## src/rtl/pipefft_dly_ctrl.sv

```systemverilog
`default_nettype none
// pipefft_dly_ctrl: drives the 8x66 pipeFFT RAM (registered address and data) as a
// fixed DLY-sample delay line and re-aligns its read data with a 2-stage issue pipe.
module pipefft_dly_ctrl #(
  parameter int WIDTH = 66,
  parameter int AW    = 3,
  parameter int DLY   = (2**AW) - 1
) (
  input  logic             clk,
  input  logic             nGrst,
  input  logic             clr,
  input  logic             inValid,
  input  logic [WIDTH-1:0] inD,
  output logic             outValid,
  output logic [WIDTH-1:0] outD,
  output logic             fillDone,
  output logic             wEn,
  output logic [AW-1:0]    wAddr,
  output logic [WIDTH-1:0] wD,
  output logic [AW-1:0]    rAddr,
  input  logic [WIDTH-1:0] rD
);

  // The read slot is always wptr+1, so the delay only equals DLY when DLY = DEPTH-1.
  localparam logic [AW-1:0] DLY_V = AW'(DLY);

  logic [AW-1:0]    wptr_q, wptr_d;
  logic [AW-1:0]    fill_q, fill_d;
  logic [1:0]       rp_q, rp_d;
  logic             outValid_q, outValid_d;
  logic [WIDTH-1:0] outD_q, outD_d;
  logic             full;

  assign full = (fill_q == DLY_V);

  always_comb begin
    wptr_d     = wptr_q;
    fill_d     = fill_q;
    rp_d       = {rp_q[0], 1'b0};
    outValid_d = rp_q[1];
    outD_d     = rp_q[1] ? rD : outD_q;
    if (clr) begin
      wptr_d     = '0;
      fill_d     = '0;
      rp_d       = 2'b00;
      outValid_d = 1'b0;
      outD_d     = outD_q;
    end else if (inValid) begin
      wptr_d  = wptr_q + 1'b1;
      fill_d  = full ? fill_q : fill_q + 1'b1;
      rp_d[0] = full;
    end
  end

  always_ff @(posedge clk or negedge nGrst) begin
    if (!nGrst) begin
      wptr_q     <= '0;
      fill_q     <= '0;
      rp_q       <= 2'b00;
      outValid_q <= 1'b0;
      outD_q     <= '0;
    end else begin
      wptr_q     <= wptr_d;
      fill_q     <= fill_d;
      rp_q       <= rp_d;
      outValid_q <= outValid_d;
      outD_q     <= outD_d;
    end
  end

  assign wEn      = inValid & ~clr;
  assign wAddr    = wptr_q;
  assign wD       = inD;
  assign rAddr    = wptr_q + 1'b1;
  assign outValid = outValid_q;
  assign outD     = outD_q;
  assign fillDone = full;

endmodule
`default_nettype wire
```

## config.mk

```make
export PLATFORM = sky130hd
export DESIGN_NAME = pipefft_dly_ctrl
export DESIGN_NICKNAME = d
export VERILOG_FILES = /design/src/rtl/pipefft_dly_ctrl.sv
export SDC_FILE = /design/constraint.sdc
export NUM_CORES = 1
export LEC_CHECK = 0
export CAP_MARGIN = 10
export CORE_AREA = 2 2 108 110
export CTS_CLUSTER_DIAMETER = 30
export CTS_CLUSTER_SIZE = 12
export DETAILED_ROUTE_END_ITERATION = 10
export DIE_AREA = 0 0 110 112
export PLACE_DENSITY = 0.83
export SLEW_MARGIN = 30
export SYNTH_ARGS = -nofsm -noshare
export SYNTH_HDL_FRONTEND = slang
export SYNTH_SLANG_ARGS = --single-unit
```

## constraint.sdc

```tcl
create_clock -name clk -period 3.1 [get_ports clk]
set_input_delay 0.93 -clock clk [delete_from_list [all_inputs] [get_ports clk]]
set_output_delay 0.93 -clock clk [all_outputs]
set_load 0.01 [all_outputs]
```

==> impl_metrics.csv <==
group,metric,value,unit
drt,viasPerCell,4.42,
place,gp_congestion,0.694,
die,rows,39,
worst_setup_path,crit_path_end_kind,"output port",
sta,rsz0062_at_grt,"no",
logic_synthesis,syn_avg_cell_area,14.4,µm²
sta,finalSetupTns,0,ps
logic_synthesis,synthCells,242,
logic_synthesis,yosys_warnings,0,
cts,clock_path_buffers,2,
place,port_buffers,144,
worst_setup_path,slowest_stage,"clkdlybuf4s50_1",
worst_setup_path,crit_family,"buffers and inverters",
global_routing,track_usage,12.1,%
drt,wire_per_inst,15.7,µm
power_and_ir_drop,peakVddDrop,0.285,mV
cts,root_buffer,"clkbuf_16",
power_and_ir_drop,power.share.switching,20.8,%
outcome,status,"completed",
final_layout,syn_to_final_growth,40.5,%
place,hpwl,5470,µm
sta,finalClockSkew,8.23,ps
cts,cts.sinks,75,
logic_synthesis,syn-num-nets,381,
logic_synthesis,synth_area,3490,µm²
worst_setup_path,cp_slowest_stage_delay,520,ps
global_routing,grt_max_degree,76,
drt,ant_nets,0,
global_routing,grt_overflow,0,
logic_synthesis,synth_seq_cells,75,
worst_hold_path,hp-class,"flip-flop to flip-flop",
cts,path_clk_slew,60,ps
sta,worst_slew_pin_slew,678,ps
sta,timing_hold_violations_final,0,
power_and_ir_drop,p_leak,2.23,nW
cts,postCtsSetupBuffers,0,
die,dieArea,12300,µm²
global_routing,antenna_found_initial,0,
worst_setup_path,critPathBufInv,2,
die,core_area,11200,µm²
worst_setup_path,worstSetupStartpointType,"input port",
die,die_width,110,µm
sta,slew_violations,0,
final_layout,fillers,1034,
power_and_ir_drop,combPwrFrac,6.9,%
sta,setup_violations,0,
drt,routed_wl,7430,µm
final_layout,fin_nets,465,
drt,num_vias,2096,
global_routing,grt_pass1_wl,11400,µm
die,die_y,112,µm
sta,slew_headroom,54.8,%
final_layout,drive_gt1_share,27.2,%
power_and_ir_drop,p_per_area,448,nW/µm²
power_and_ir_drop,cell_internal_pwr,1.74,mW
logic_synthesis,yosysSeqAreaShare,53.7,%
worst_setup_path,crit_type,"input port to output port",
final_layout,design_area,4900,µm²
sta,min_period_over_period,91.9,%
cts,cts_tree,"yes",
sta,clock.fmax,351,MHz
worst_setup_path,crit_fanout,2,
place,dpl_cell_area,4590,µm²
sta,min_period,2850,ps
power_and_ir_drop,switching_power,0.457,mW
logic_synthesis,yosysUniqueCellTypes,23,
die,initial_utilization,31.3,%
cts,clk_latency,330,ps
drt,drt_iter0_markers,72,
worst_setup_path,path_cells,"clkdlybuf4s50_1 -> nor2b_1 -> dlygate4sd2_1",
final_layout,insertedDiodeCount,0,
cts,cts_buffers,9,
worst_setup_path,worst_ep_required_time,2170,ps
job,drv_cap,0,
worst_setup_path,cp.arrival,1920,ps
drt,drt_pass1_iterations,3,
power_and_ir_drop,p_seq_share,45.1,%
power_and_ir_drop,power_frac_clock,48.0,%
global_routing,grt_pass1_vias,2279,
die,ios,277,
cts,cts-htree-levels,3,
drt,drcViolationCount,0,
## layout by cell type, fill, tap and decap left out, drive strengths merged
cell           Yosys  final
clkdlybuf4s50      0    142
bufinv             0      1
mux2              67     67
ha                 3      3
mux2i              1      1
nand2b             2      2
xnor2              1      1
nand3b             1      1
inv                1      3
xor2               1      1
clkbuf             1     10
a21oi              1      1
clkinv             0      3
buf               74      5
dfrtp             75     75
nor2b              5      5
nand4bb            2      2
and2               1      1
dlygate4sd2        0      1
o21ai              2      2
nor2               3      3
a21bo              1      1
## cell usage after synthesis
cell type   n  area, µm²
dfrtp_1    75       1880
buf_4      66        495
mux2_2     38        428
mux2_4     29        435
buf_2       4       20.0
buf_6       4       45.0
nor2b_1     4       25.0
ha_1        3       37.5
nor2_1      3       11.3
nand2b_1    2       12.5
nand4bb_1   2       22.5
a21bo_2     1       10.0
a21oi_1     1       5.00
and2_1      1       6.26
clkbuf_1    1       3.75
inv_1       1       3.75
mux2i_1     1       10.0
nand3b_1    1       7.51
nor2b_2     1       8.76
o21ai_0     1       5.00
o21ai_1     1       5.00
xnor2_1     1       8.76
xor2_1      1       8.76
## flip-flops by register name, summed over array words and instances, names as in the netlist
signal    flops
outD         66
fill_q        3
wAddr         3
rp_q          2
outValid      1
## area by class of cell
type	instances	area, µm²	area share, %
Timing Repair Buffer	148	1480	30.3
Clock buffer	10	239	4.87
Tap cell	143	179	3.65
Clock inverter	6	70.1	1.43
Inverter	1	3.75	0.0765
Sequential cell	75	1880	38.3
Multi-Input combinational cell	91	1050	21.5
## power by group through the flow
stage	Combinational [mW]	Sequential (mW)	Clock, mW
after global placement	0.151	1.01	0
after CTS	0.155	0.990	1.09
after global routing	0.166	0.990	1.14
after floorplan	0.111	1.01	0
final	0.152	0.991	1.05
after detailed placement	0.155	1.01	0
## metal layers
metal / vias to the layer above / global-route usage, % / wire length (µm)
met3: 43 / 4.39 / 781
met1: 1005 / 12.5 / 2620
met2: 132 / 19.7 / 3670
li1: 916 / - / -
met5: - / 0 / 0
met4: 0 / 9.11 / 361
## logic make-up (layout without fill, tap and decap cells)
| group | after synthesis | after routing | synth area share [%] |
|---|---|---|---|
| mux | 68 | 68 | 25.0 |
| simple gates | 14 | 14 | 2.69 |
| flops | 75 | 75 | 53.7 |
| xor+xnor | 2 | 2 | 0.502 |
| buf+inv | 76 | 165 | 16.3 |
| fa+ha+maj | 3 | 3 | 1.07 |
| compound gates | 4 | 4 | 0.716 |
## path summary, 6_finish.rpt
kind / startpoint / endpoint / depth (start not counted) / slack, ps
hold reg to reg: rp_q[0] / rp_q[1] / 1 / 460
min in group asynchronous: nGrst / outD[27] / 1 / 600
hold / removal: rp_q[0] / rp_q[1] / 1 / 460
max in group asynchronous: nGrst / fill_q[2] / 1 / 2010
setup / recovery: inValid / wEn / 3 / 250
setup reg to reg: fill_q[0] / fill_q[0] / 4 / 1570
## worst register-to-register path: cells and delay by family (launching register included)
family / cells / cell delay [ps]
simple gates: 1 / 220
fa+ha+maj: 2 / 440
flops: 1 / 400
mux: 1 / 360
## per-stage QoR
stage / hold slack (ps) / power [mW] / setup WS [ps] / util (%) / std cells
after detailed placement: 454 / 1.16 / -35.2 / 41.1 / 458
final: 463 / 2.20 / 251 / 43.9 / 474
after global routing: 476 / 2.30 / 148 / 43.9 / 474
after floorplan: 439 / 1.12 / 843 / - / 242
after CTS: 467 / 2.24 / 234 / 43.9 / 474
after global placement: 444 / 1.16 / -47.1 / 41.1 / 458
## timing repair
| item | in CTS | in global routing |
|---|---|---|
| hold buffers | 0 | 0 |
| resized for setup | 1 | 0 |
| setup endpoints to repair | 1 | 0 |
(Power assumes the default switching activity.)
